==> src/rtl/text_pkg.sv <==
// Shared definitions for the text writer: grid defaults, control-code
// constants, the writer FSM state encoding and the cursor command set.
// No ports; imported by the interface, the cursor sub-module and the top.
package text_pkg;

  // Grid defaults: 640x480 visible area with 16x16 pixel cells.
  localparam int DEF_COLS     = 40;
  localparam int DEF_ROWS     = 30;
  localparam int DEF_COL_BITS = 6;
  localparam int DEF_ROW_BITS = 5;
  localparam int DEF_TAB      = 8;

  // Control codes and printable range.
  localparam logic [7:0] CH_BS    = 8'h08;
  localparam logic [7:0] CH_TAB   = 8'h09;
  localparam logic [7:0] CH_LF    = 8'h0A;
  localparam logic [7:0] CH_FF    = 8'h0C;
  localparam logic [7:0] CH_CR    = 8'h0D;
  localparam logic [7:0] CH_SPACE = 8'h20;
  localparam logic [7:0] CH_TILDE = 8'h7E;

  typedef enum logic {
    ST_CLEAR = 1'b0,
    ST_IDLE  = 1'b1
  } state_e;

  // Commands understood by grid_cursor; one per cycle.
  typedef enum logic [2:0] {
    CUR_NONE    = 3'd0,
    CUR_HOME    = 3'd1,
    CUR_ADVANCE = 3'd2,
    CUR_NEWLINE = 3'd3,
    CUR_CR      = 3'd4,
    CUR_TAB     = 3'd5,
    CUR_BS      = 3'd6
  } cur_cmd_e;

  function automatic logic is_printable(input logic [7:0] b);
    return (b >= CH_SPACE) && (b <= CH_TILDE);
  endfunction

endpackage

==> src/rtl/text_writer_if.sv <==
// Bus bundle of the text writer: the incoming byte stream and the character
// RAM write port.
//   in_data/in_valid/in_ready : byte stream into the writer
//   wr_en/wr_addr/wr_data     : single-cycle RAM writes, wr_addr = {row, col}
// Handshake: a byte transfers on a rising clock edge where in_valid and
// in_ready are both high; in_data is only looked at on that edge, a source
// holds in_data stable while in_valid is high and unaccepted, and in_ready
// never depends on in_valid.
// Modports: master = byte source / RAM side, slave = the text writer.
interface text_writer_if
  import text_pkg::*;
#(
  parameter int COL_BITS = DEF_COL_BITS,
  parameter int ROW_BITS = DEF_ROW_BITS
);

  logic [7:0]                   in_data;
  logic                         in_valid;
  logic                         in_ready;
  logic                         wr_en;
  logic [ROW_BITS+COL_BITS-1:0] wr_addr;
  logic [7:0]                   wr_data;

  modport master (
    output in_data, in_valid,
    input  in_ready, wr_en, wr_addr, wr_data
  );

  modport slave (
    input  in_data, in_valid,
    output in_ready, wr_en, wr_addr, wr_data
  );

endinterface

==> src/rtl/grid_cursor.sv <==
// Row/column position register over the COLS x ROWS grid. Applies one cursor
// command per cycle with the grid wrap rules (no scrolling: the row wraps to
// 0). Used both as the text cursor and as the clear sweep counter.
// Ports:
//   clk, rst : clock, synchronous active-high reset (position -> (0,0))
//   cmd_i    : command for this cycle
//   col_o    : current column
//   row_o    : current row
module grid_cursor
  import text_pkg::*;
#(
  parameter int COLS     = DEF_COLS,
  parameter int ROWS     = DEF_ROWS,
  parameter int COL_BITS = DEF_COL_BITS,
  parameter int ROW_BITS = DEF_ROW_BITS,
  parameter int TAB      = DEF_TAB
) (
  input  logic                clk,
  input  logic                rst,
  input  cur_cmd_e            cmd_i,
  output logic [COL_BITS-1:0] col_o,
  output logic [ROW_BITS-1:0] row_o
);

  localparam logic [COL_BITS-1:0] COL_LAST = COL_BITS'(COLS - 1);
  localparam logic [ROW_BITS-1:0] ROW_LAST = ROW_BITS'(ROWS - 1);
  localparam logic [COL_BITS:0]   TAB_W    = (COL_BITS+1)'(TAB);
  localparam logic [COL_BITS:0]   TAB_MASK = ~((COL_BITS+1)'(TAB - 1));
  localparam logic [COL_BITS:0]   COLS_W   = (COL_BITS+1)'(COLS);

  logic [COL_BITS-1:0] col_q, col_d;
  logic [ROW_BITS-1:0] row_q, row_d;
  logic [ROW_BITS-1:0] row_inc;
  logic [COL_BITS:0]   tab_col;

  always_comb begin
    col_d   = col_q;
    row_d   = row_q;
    row_inc = (row_q == ROW_LAST) ? '0 : row_q + ROW_BITS'(1);
    // One spare bit so a tab stop past the last column cannot alias back
    // into the grid when COLS is close to 2^COL_BITS.
    tab_col = ({1'b0, col_q} + TAB_W) & TAB_MASK;
    case (cmd_i)
      CUR_HOME: begin
        col_d = '0;
        row_d = '0;
      end
      CUR_ADVANCE: begin
        if (col_q == COL_LAST) begin
          col_d = '0;
          row_d = row_inc;
        end else begin
          col_d = col_q + COL_BITS'(1);
        end
      end
      CUR_NEWLINE: row_d = row_inc;
      CUR_CR:      col_d = '0;
      CUR_TAB: begin
        if (tab_col >= COLS_W) begin
          col_d = '0;
          row_d = row_inc;
        end else begin
          col_d = tab_col[COL_BITS-1:0];
        end
      end
      CUR_BS: begin
        if (col_q != '0) col_d = col_q - COL_BITS'(1);
      end
      default: ;
    endcase
  end

  always_ff @(posedge clk) begin
    if (rst) begin
      col_q <= '0;
      row_q <= '0;
    end else begin
      col_q <= col_d;
      row_q <= row_d;
    end
  end

  assign col_o = col_q;
  assign row_o = row_q;

endmodule

==> src/rtl/text_writer.sv <==
// Text-buffer writer in front of the character RAM write port. Clears the
// grid to spaces after reset (and on form feed), then takes one byte per
// cycle, writing printable characters at the cursor and interpreting
// CR, LF, BS, TAB and FF as cursor/clear commands.
// Ports:
//   clk, rst    : clock, synchronous active-high reset
//   bus         : stream in + RAM write port (text_writer_if.slave)
//   cur_col     : current cursor column
//   cur_row     : current cursor row
//   busy        : clear sweep in progress
//   dbg_state_o : FSM state for observation
module text_writer
  import text_pkg::*;
#(
  parameter int COLS     = DEF_COLS,
  parameter int ROWS     = DEF_ROWS,
  parameter int COL_BITS = DEF_COL_BITS,
  parameter int ROW_BITS = DEF_ROW_BITS,
  parameter int TAB      = DEF_TAB
) (
  input  logic                clk,
  input  logic                rst,
  text_writer_if.slave        bus,
  output logic [COL_BITS-1:0] cur_col,
  output logic [ROW_BITS-1:0] cur_row,
  output logic                busy,
  output state_e              dbg_state_o
);

  localparam logic [COL_BITS-1:0] COL_LAST = COL_BITS'(COLS - 1);
  localparam logic [ROW_BITS-1:0] ROW_LAST = ROW_BITS'(ROWS - 1);
  localparam int                  AW       = ROW_BITS + COL_BITS;

  state_e              state_q, state_d;
  cur_cmd_e            cur_cmd, swp_cmd;
  logic [COL_BITS-1:0] swp_col;
  logic [ROW_BITS-1:0] swp_row;
  logic                swp_end;
  logic [COL_BITS-1:0] col_m1;
  logic                wr_en_q, wr_en_d;
  logic [AW-1:0]       wr_addr_q, wr_addr_d;
  logic [7:0]          wr_data_q, wr_data_d;

  grid_cursor #(
    .COLS(COLS), .ROWS(ROWS), .COL_BITS(COL_BITS), .ROW_BITS(ROW_BITS), .TAB(TAB)
  ) u_cursor (
    .clk(clk), .rst(rst), .cmd_i(cur_cmd), .col_o(cur_col), .row_o(cur_row)
  );

  // The sweep counter always rests at (0,0) outside a clear: advancing past
  // the last cell wraps it home, so a new clear can start writing at once.
  grid_cursor #(
    .COLS(COLS), .ROWS(ROWS), .COL_BITS(COL_BITS), .ROW_BITS(ROW_BITS), .TAB(TAB)
  ) u_sweep (
    .clk(clk), .rst(rst), .cmd_i(swp_cmd), .col_o(swp_col), .row_o(swp_row)
  );

  assign swp_end = (swp_col == COL_LAST) && (swp_row == ROW_LAST);
  assign col_m1  = cur_col - COL_BITS'(1);

  always_comb begin
    state_d   = state_q;
    cur_cmd   = CUR_NONE;
    swp_cmd   = CUR_NONE;
    wr_en_d   = 1'b0;
    wr_addr_d = wr_addr_q;
    wr_data_d = wr_data_q;
    case (state_q)
      ST_CLEAR: begin
        wr_en_d   = 1'b1;
        wr_addr_d = {swp_row, swp_col};
        wr_data_d = CH_SPACE;
        swp_cmd   = CUR_ADVANCE;
        if (swp_end) begin
          state_d = ST_IDLE;
          cur_cmd = CUR_HOME;
        end
      end
      ST_IDLE: begin
        if (bus.in_valid) begin
          if (is_printable(bus.in_data)) begin
            wr_en_d   = 1'b1;
            wr_addr_d = {cur_row, cur_col};
            wr_data_d = bus.in_data;
            cur_cmd   = CUR_ADVANCE;
          end else begin
            case (bus.in_data)
              CH_CR:  cur_cmd = CUR_CR;
              CH_LF:  cur_cmd = CUR_NEWLINE;
              CH_TAB: cur_cmd = CUR_TAB;
              CH_BS: begin
                if (cur_col != '0) begin
                  wr_en_d   = 1'b1;
                  wr_addr_d = {cur_row, col_m1};
                  wr_data_d = CH_SPACE;
                  cur_cmd   = CUR_BS;
                end
              end
              CH_FF: begin
                // Cell (0,0) is written on the accept edge itself so the
                // sweep's first write lands in the very next cycle.
                state_d   = ST_CLEAR;
                wr_en_d   = 1'b1;
                wr_addr_d = {swp_row, swp_col};
                wr_data_d = CH_SPACE;
                swp_cmd   = CUR_ADVANCE;
                cur_cmd   = CUR_HOME;
              end
              default: ;
            endcase
          end
        end
      end
      default: state_d = ST_CLEAR;
    endcase
  end

  always_ff @(posedge clk) begin
    if (rst) begin
      state_q   <= ST_CLEAR;
      wr_en_q   <= 1'b0;
      wr_addr_q <= '0;
      wr_data_q <= CH_SPACE;
    end else begin
      state_q   <= state_d;
      wr_en_q   <= wr_en_d;
      wr_addr_q <= wr_addr_d;
      wr_data_q <= wr_data_d;
    end
  end

  assign bus.in_ready = (state_q == ST_IDLE);
  assign bus.wr_en    = wr_en_q;
  assign bus.wr_addr  = wr_addr_q;
  assign bus.wr_data  = wr_data_q;
  assign busy         = (state_q == ST_CLEAR);
  assign dbg_state_o  = state_q;

endmodule

==> src/flat_wrapper.sv <==
// flat-port wrapper written by rule: the top's interface ports become plain ports
module text_writer_flat import text_pkg::*;
#(
  parameter int COLS     = DEF_COLS,
  parameter int ROWS     = DEF_ROWS,
  parameter int COL_BITS = DEF_COL_BITS,
  parameter int ROW_BITS = DEF_ROW_BITS,
  parameter int TAB      = DEF_TAB
)
  (clk, rst, cur_col, cur_row, busy, dbg_state_o, bus_in_data, bus_in_valid, bus_in_ready, bus_wr_en, bus_wr_addr, bus_wr_data);
  text_writer_if #(.COL_BITS(COL_BITS), .ROW_BITS(ROW_BITS)) bus_i ();
  input  logic clk;
  input  logic rst;
  output logic [COL_BITS-1:0] cur_col;
  output logic [ROW_BITS-1:0] cur_row;
  output logic busy;
  output state_e dbg_state_o;
  input wire logic [$bits(bus_i.in_data)-1:0] bus_in_data;
  input wire logic [$bits(bus_i.in_valid)-1:0] bus_in_valid;
  output wire logic [$bits(bus_i.in_ready)-1:0] bus_in_ready;
  output wire logic [$bits(bus_i.wr_en)-1:0] bus_wr_en;
  output wire logic [$bits(bus_i.wr_addr)-1:0] bus_wr_addr;
  output wire logic [$bits(bus_i.wr_data)-1:0] bus_wr_data;
  assign bus_i.in_data = bus_in_data;
  assign bus_i.in_valid = bus_in_valid;
  assign bus_in_ready = bus_i.in_ready;
  assign bus_wr_en = bus_i.wr_en;
  assign bus_wr_addr = bus_i.wr_addr;
  assign bus_wr_data = bus_i.wr_data;
  text_writer #(.COLS(COLS), .ROWS(ROWS), .COL_BITS(COL_BITS), .ROW_BITS(ROW_BITS), .TAB(TAB)) u_core (.clk(clk), .rst(rst), .bus(bus_i), .cur_col(cur_col), .cur_row(cur_row), .busy(busy), .dbg_state_o(dbg_state_o));
endmodule
==> config.mk <==
export PLATFORM = sky130hd
export DESIGN_NAME = text_writer_flat
export DESIGN_NICKNAME = d
export VERILOG_FILES = /design/src/rtl/text_pkg.sv /design/src/rtl/text_writer_if.sv /design/src/rtl/grid_cursor.sv /design/src/rtl/text_writer.sv /design/src/flat_wrapper.sv
export SDC_FILE = /design/constraint.sdc
export NUM_CORES = 1
export LEC_CHECK = 0
export CORE_AREA = 2 2 93 86
export CTS_BUF_LIST = sky130_fd_sc_hd__clkbuf_4
export DETAILED_ROUTE_END_ITERATION = 10
export DIE_AREA = 0 0 95 88
export DONT_BUFFER_PORTS = 1
export PLACE_DENSITY = 0.62
export SLEW_MARGIN = 20
export SYNTH_ARGS = -nofsm -noshare
export SYNTH_HDL_FRONTEND = slang
export SYNTH_HIERARCHICAL = 1
export SYNTH_SLANG_ARGS = --single-unit
==> constraint.sdc <==
create_clock -name clk -period 8.05 [get_ports clk]
set_clock_uncertainty 0.2 [all_clocks]
set_input_delay 1.61 -clock clk [delete_from_list [all_inputs] [get_ports clk]]
set_output_delay 1.61 -clock clk [all_outputs]
set_load 0.01 [all_outputs]
# Word level (Yosys, flattened, before mapping)

Index checks and enable logic that the tools add are counted.

Flip-flop bits (word level): 43
Bits in latches: 0
RAM bits: 0
ROM bits: 0
Input port bits: 11
Output and inout port bits: 34
Logic and storage cells: 112
Memories: 0

$add $sub $neg: 8
Multiply operators: 0
Div/mod/pow operators: 0
Order comparisons: 4
Equal/unequal tests: 30
Shift-type cells: 0
Multiplexer cells: 46
Bitwise logic cells: 1
Reduce and logical (&&, ||, !) cells: 15

Operator list:

| kind                                                                                | number |
|---|---|
| 6-bit case mux with 4 select lines                                                  | 2 |
| 11-bit case mux with 2 select lines                                                 | 2 |
| 8-bit by 4-bit equality test with 1-bit output, second input constant               | 5 |
| 5-bit case mux with 4 select lines                                                  | 2 |
| 6-bit two-way mux                                                                   | 6 |
| 11-bit two-way mux                                                                  | 3 |
| 8-bit case mux with 2 select lines                                                  | 2 |
| 5-bit two-way mux                                                                   | 6 |
| 8-bit two-way mux                                                                   | 3 |
| 3-bit equality test, second input constant                                          | 6 |
| 4-bit nonzero test                                                                  | 4 |
| 3-bit two-way mux                                                                   | 5 |
| 3-bit case mux with 5 select lines                                                  | 1 |
| 6-bit by 4-bit adder with 7-bit output, second input constant                       | 2 |
| 7-bit by 6-bit greater-or-equal comparator with 1-bit output, second input constant | 2 |
| 6-bit by 1-bit adder with 6-bit output, second input constant                       | 2 |
| 3-bit by 2-bit equality test with 1-bit output, second input constant               | 4 |
| 6-bit equality test, second input constant                                          | 2 |
| 3-bit case mux with 2 select lines                                                  | 2 |
| 6-bit nonzero test                                                                  | 2 |
| 6-bit by 1-bit subtractor with 6-bit output, second input constant                  | 2 |
| 5-bit by 1-bit adder with 5-bit output, second input constant                       | 2 |
| 5-bit equality test, second input constant                                          | 2 |
| 2-bit != test, second input constant                                                | 5 |
| 13 further kinds                                                                    | 30 |

# Logic depth before layout (Yosys ltp)

Word-level depth: 10
Mapped depth: 14
Depth with buffers taken out: 12

# By module

The synthesis kept the hierarchy.

Modules (own cells, without submodules):

| module      | times used | cells an instance | area an instance (um2) | seq. area each (um2) |
|---|---|---|---|---|
| grid_cursor | 2          | 121               | 1,012.2                | 220.2 |
| text_writer | 1          | 142               | 1,241.2                | 420.4 |

# Worst setup path after synthesis

No wires, ideal clock.

Path type: input port to flip-flop
Start point: input bus_in_data[7]
End point: register u_core.u_cursor.col_q[3], in the netlist u_core/u_cursor/col_o[3]
Library setup time: 0.087 ns
Data arrival time: 4.016 ns
Required time: 7.763 ns
Slack: 3.747 ns
Stages on the path: 8
Buffers on the path: 0
Cells stage by stage: nor4_4 nand2_1 nor4_1 or2_1 o21a_1 nand2_1 or4_1 o31ai_1

Cells in the longest elaborated chain, start to end: 9
Elaborated cells between the ends (all ways): 22
Those cells by class: order compare: 2; eq/ne: 11; mux: 5; reduce/logical: 4

RTL lines:

| item                                                                                         | RTL line                          | text |
|---|---|---|
| start: declaration                                                                           | flat_wrapper.sv:18                | `input wire logic [$bits(bus_i.in_data)-1:0] bus_in_data;` |
| 8-bit by 6-bit greater-or-equal comparator with 1-bit output, or another cell as far along   | text_pkg.sv:39                    | `return (b >= CH_SPACE) && (b <= CH_TILDE);` |
| 1-bit logical AND / 3-bit case mux with 5 select lines (equally long branches)               | text_pkg.sv:39, text_writer.sv:87 |  |
| 3-bit two-way mux *                                                                          | text_writer.sv:81                 | `if (is_printable(bus.in_data)) begin` |
| 3-bit two-way mux *                                                                          | text_writer.sv:80                 | `if (bus.in_valid) begin` |
| 3-bit case mux with 2 select lines *                                                         | text_writer.sv:68                 | `case (state_q)` |
| named net u_core.cur_cmd[2]                                                                  | text_writer.sv:35                 | `cur_cmd_e cur_cmd, swp_cmd;` |
| 3-bit by 1-bit equality test with 1-bit output / 3-bit equality test (equally long branches) | grid_cursor.sv:43                 | `case (cmd_i)` |
| 2-bit OR reduction (no source line)                                                          | n/a                               |  |
| 4-bit nonzero test (no source line)                                                          | n/a                               |  |
| 2-bit AND reduction (no source line)                                                         | n/a                               |  |
| end signal: assignment                                                                       | grid_cursor.sv:78                 | `col_q <= col_d;` |
| end: declaration                                                                             | grid_cursor.sv:31                 | `logic [COL_BITS-1:0] col_q, col_d;` |

The timed path passes the listed nets; every way through them passes the cells marked *.
A chain may end at the register's enable or synchronous reset.

# Final worst setup path

Start point: input bus_in_data[7]
End point: register u_core.u_cursor.row_q[3], in the netlist u_core/u_cursor/row_o[3]

Cells in the longest elaborated chain, start to end: 8
Elaborated cells between the ends (all ways): 21
Those cells by class: order compare: 2; eq/ne: 11; mux: 5; reduce/logical: 3

RTL lines:

| item                                                                                       | RTL line                          | text |
|---|---|---|
| 8-bit by 6-bit greater-or-equal comparator with 1-bit output, or another cell as far along | text_pkg.sv:39                    |  |
| 1-bit logical AND / 3-bit case mux with 5 select lines (equally long branches)             | text_pkg.sv:39, text_writer.sv:87 |  |
| 3-bit two-way mux *                                                                        | text_writer.sv:81                 |  |
| 3-bit two-way mux *                                                                        | text_writer.sv:80                 |  |
| 3-bit case mux with 2 select lines *                                                       | text_writer.sv:68                 |  |
| named net u_core.cur_cmd[1]                                                                | text_writer.sv:35                 |  |
| 3-bit equality test, or another cell as far along                                          | grid_cursor.sv:43                 |  |
| 4-bit nonzero test (no source line) / 2-bit != test (equally long branches)                | n/a                               |  |
| 3-bit AND reduction (no source line)                                                       | n/a                               |  |
| end signal: assignment                                                                     | grid_cursor.sv:79                 | `row_q <= row_d;` |
| end: declaration                                                                           | grid_cursor.sv:32                 | `logic [ROW_BITS-1:0] row_q, row_d;` |

Marked as above.

==> flow_metrics.env <==
export IMPL_cts_max_path_buffers=2
export IMPL_type_of_the_setup_path_with_the_least_slack="in2reg"
export IMPL_ys_types=76
export IMPL_top_cell_type_by_total_area_after_synthesis="dfxtp_1"
export IMPL_ys_warnings_count=6
export IMPL_timing_final_crit_share_pct=54.92
export IMPL_cts_htree_levels=2
export IMPL_swShare_pct=27.54
export IMPL_grt_pass1_wl_mm=12.85
export IMPL_start_util_pct=44.16
export IMPL_gpl_wtd_cong=0.8425
export IMPL_crit_chain="nor4_4, nand4_2, o21ai_1, a31oi_1, nor2_1, nand3b_2, a221oi_2, a2111oi_4, nand3_2, o41ai_2"
export IMPL_placement_io_buffers=0
export IMPL_total_switching_power_uw=117.3
export IMPL_slew_headroom_pct=31.95
export IMPL_largest_net_degree_at_the_start_of_global_routing=44
export IMPL_drtPass1Iterations=7
export IMPL_yosys_register_bits=43
export IMPL_clkTransAtPathRegs_ps=130
export IMPL_finish_net_count=410
export IMPL_dr_first_iter_drc_count=128
export IMPL_synth_area_sq_um=3266
export IMPL_tritoncts="built"
export IMPL_final_hold_violation_count=0
export IMPL_post_route_cells_drive_above_1_share_pct=12.01
export IMPL_ant_nets=0
export IMPL_critical_path_slowest_cell="nor2_1"
export IMPL_clk_latency_ps=350
export IMPL_hpwl_mm=5.798
export IMPL_leak_pwr_uw=0.001215
export IMPL_via_count=2893
export IMPL_critical_path_peak_fanout=11
export IMPL_syn_to_final_growth_pct=3.257
export IMPL_internal_power_consumption_uw=308.6
export IMPL_vdd_ir_drop_max_mv=0.05786
export IMPL_netlist_instances=384
export IMPL_tritoncts_num_buffers=5
export IMPL_synth_edff_count=0
export IMPL_clock_sinks=43
export IMPL_grtUsageTotal_pct=19.10
export IMPL_stdcell_area_sq_um=3372
export IMPL_cts_setup_buffers=0
export IMPL_clockRootBuffer="clkbuf_4"
export IMPL_cp_arrival_ps=4500
export IMPL_dominantRegCellSynth="dfxtp_1"
export IMPL_globalRouteOverflowTotal=0
export IMPL_finalMaxSlewViolations=0
export IMPL_setup_viol=0
export IMPL_post_cts_resize_count=0
export IMPL_synthesized_area_per_cell_sq_um=8.504
export IMPL_via_count_of_the_first_global_routing_pass=2595
export IMPL_post_route_worst_setup_slack_ps=3629
export IMPL_worstSetupEndpointType="flop"
export IMPL_num_io_pins=45
export IMPL_wl_per_cell_microns=16.83
export IMPL_cpPeakStageDelay_ps=590
export IMPL_worst_endpoint_required_ps=8120
export IMPL_status="complete, no violations"
export IMPL_seq_power_share_pct=54.4
export IMPL_timing_critical_path_buf_inv=0
export IMPL_antenna_found_initial=0
export IMPL_power_combinational_fraction_pct=13.4
export IMPL_min_delay_path_class="reg2reg"
export IMPL_cellPowerDensity_nw_per_um2=126.3
export IMPL_detail_route_drc_violations=0
export IMPL_power_clock_fraction_pct=32.3
export IMPL_fmaxAchievable_mhz=226.2
export IMPL_detail_route_wirelength_mm=8.060
export IMPL_placement_rows=30
export IMPL_synth_sequential_area_ratio_pct=26.36
export IMPL_transition_at_the_pin_with_the_smallest_max_transition_slack_ps=1021
export IMPL_chipHeight_microns=88
export IMPL_design_die_area_sq_um=8360
export IMPL_hold_buffers=0
export IMPL_dp_slack_ps=3312
export IMPL_layout_min_cycle_time_ps=4421
export IMPL_synth_top_cells_by_area="dfxtp_1, ha_1, inv_1"
export IMPL_core_area_sq_um=7395
export IMPL_rsz0062_at_grt="false"
export IMPL_asyncSetResetFlopFracSynth_pct=0
export IMPL_synthDominantCellAreaShare_pct=26.36
export IMPL_vias_per_cell=6.040
export IMPL_finalSetupTns_ps=0
export IMPL_max_cap_violations=0
export IMPL_final_core_utilization_pct=45.60
export IMPL_antenna_diode_count=0
export IMPL_cp_top_family="simple AND/OR/NAND/NOR gates"
export IMPL_worstSetupStartpointType="input pin"
export IMPL_postPlaceCellArea_sq_um=3291
export IMPL_floorplan_die_width_microns=95
## per-layer routing
metal  global-route usage [%]  vias up  routed length, microns
li1                         -     1431                       -
met2                    29.66      101                    3503
met4                    4.348        0                      61
met3                    3.701       12                     456
met1                    27.38     1349                    4039
met5                        0        -                       0
## metrics by stage
stage	instances	power [uW]	hold slack, ps
after CTS	479	429.8	333.3
after global routing	479	446.2	344.3
after global placement	471	290.1	311.7
after floorplan	394	285.0	290.0
final	479	425.9	327.9
after detailed placement	471	290.9	311.5
## Yosys cell counts (all sizes together), types with 3 or more instances
master	count
a21bo	4
a311oi	4
nand2b	6
nand2	29
inv	34
nor4	4
nand3	15
nor3	14
mux2i	3
nand3b	4
o31ai	5
o21ai	10
ha	17
or2	3
o221ai	5
nor2b	3
a221oi	10
buf	13
and3	6
nand4	8
xnor2	5
a22o	8
clkbuf	8
o21a	4
a211oi	6
and2	7
a21oi	22
a31oi	3
a211o	3
o211ai	5
a21boi	3
o221a	6
nor2	27
dfxtp	43
## flip-flops by register name, indices dropped and copies added (netlist names)
register               flops
u_core/u_sweep/row_o       5
u_core/bus.in_ready        1
u_core/bus.wr_addr        11
u_core/bus.wr_data         8
u_core/bus.wr_en           1
u_core/u_cursor/row_o      5
u_core/u_cursor/col_o      6
u_core/u_sweep/col_o       6
## final timing paths
check | slack, ps | startpoint | cells after the start | to
hold / removal | 330 | u_core/bus.wr_addr[2] | 1 | u_core/bus.wr_addr[2]
setup / recovery | 3630 | bus_in_data[7] | 10 | u_core/u_cursor/row_o[3]
setup reg to reg | 4070 | u_core/u_cursor/col_o[0] | 12 | u_core/u_cursor/row_o[3]
hold reg to reg | 330 | u_core/bus.wr_addr[2] | 1 | u_core/bus.wr_addr[2]
## power by group through the flow
stage | clock (uW) | sequential, uW | combinational (uW)
after floorplan | 0 | 230 | 54.6
after global placement | 0 | 236 | 53.8
after detailed placement | 0 | 237 | 54.4
after CTS | 143 | 232 | 54.8
after global routing | 149 | 234 | 63.4
final | 137 | 232 | 56.9
## layout make-up
class / count / area, sq um
clock inverter: 3 / 38.79
sequential: 43 / 860.8
multi-input combinational: 296 / 2172
clock buffer: 5 / 37.54
tap: 96 / 120.1
inverter: 34 / 127.6
fill: 705 / 4023
timing repair buffer: 2 / 15.01
## kinds of logic (layout without fill, tap and decap cells)
logic type | count (synthesis) | count (layout) | share of synthesized area (%)
and+or+nand+nor | 140 | 140 | 24.79
AOI/OAI and AO/OA | 119 | 119 | 31.26
buffers and inverters | 55 | 44 | 8.429
DFF | 43 | 43 | 26.36
adders and majority gates | 17 | 17 | 6.513
xor gates and xnor gates | 6 | 6 | 1.609
muxes | 3 | 3 | 0.9196
other | 1 | 11 | 0.1148
## placed cells by master, fill, tap and decap left out, types with 4 or more instances in the layout
cell      synthesis  routed
o221ai_1          4       4
and3_1            6       6
o211ai_1          4       4
xnor2_1           5       5
nand3_1          13      13
nand4_1           7       7
nand2b_1          6       6
ha_1             17      17
nand2_1          29      29
a22o_1            8       8
conb_1            1      11
inv_1            34      34
a221oi_1          8       8
and2_1            6       6
o31ai_1           5       4
nor2_1           27      27
a311oi_1          4       4
a21oi_1          21      21
clkbuf_4          0       5
a211oi_1          6       6
dfxtp_1          43      43
o21ai_0           9       9
o21a_1            4       4
nor3_1           13      13
o221a_1           5       5
a21bo_2           4       4
No activity file was read; power rests on OpenSTA's default activity.
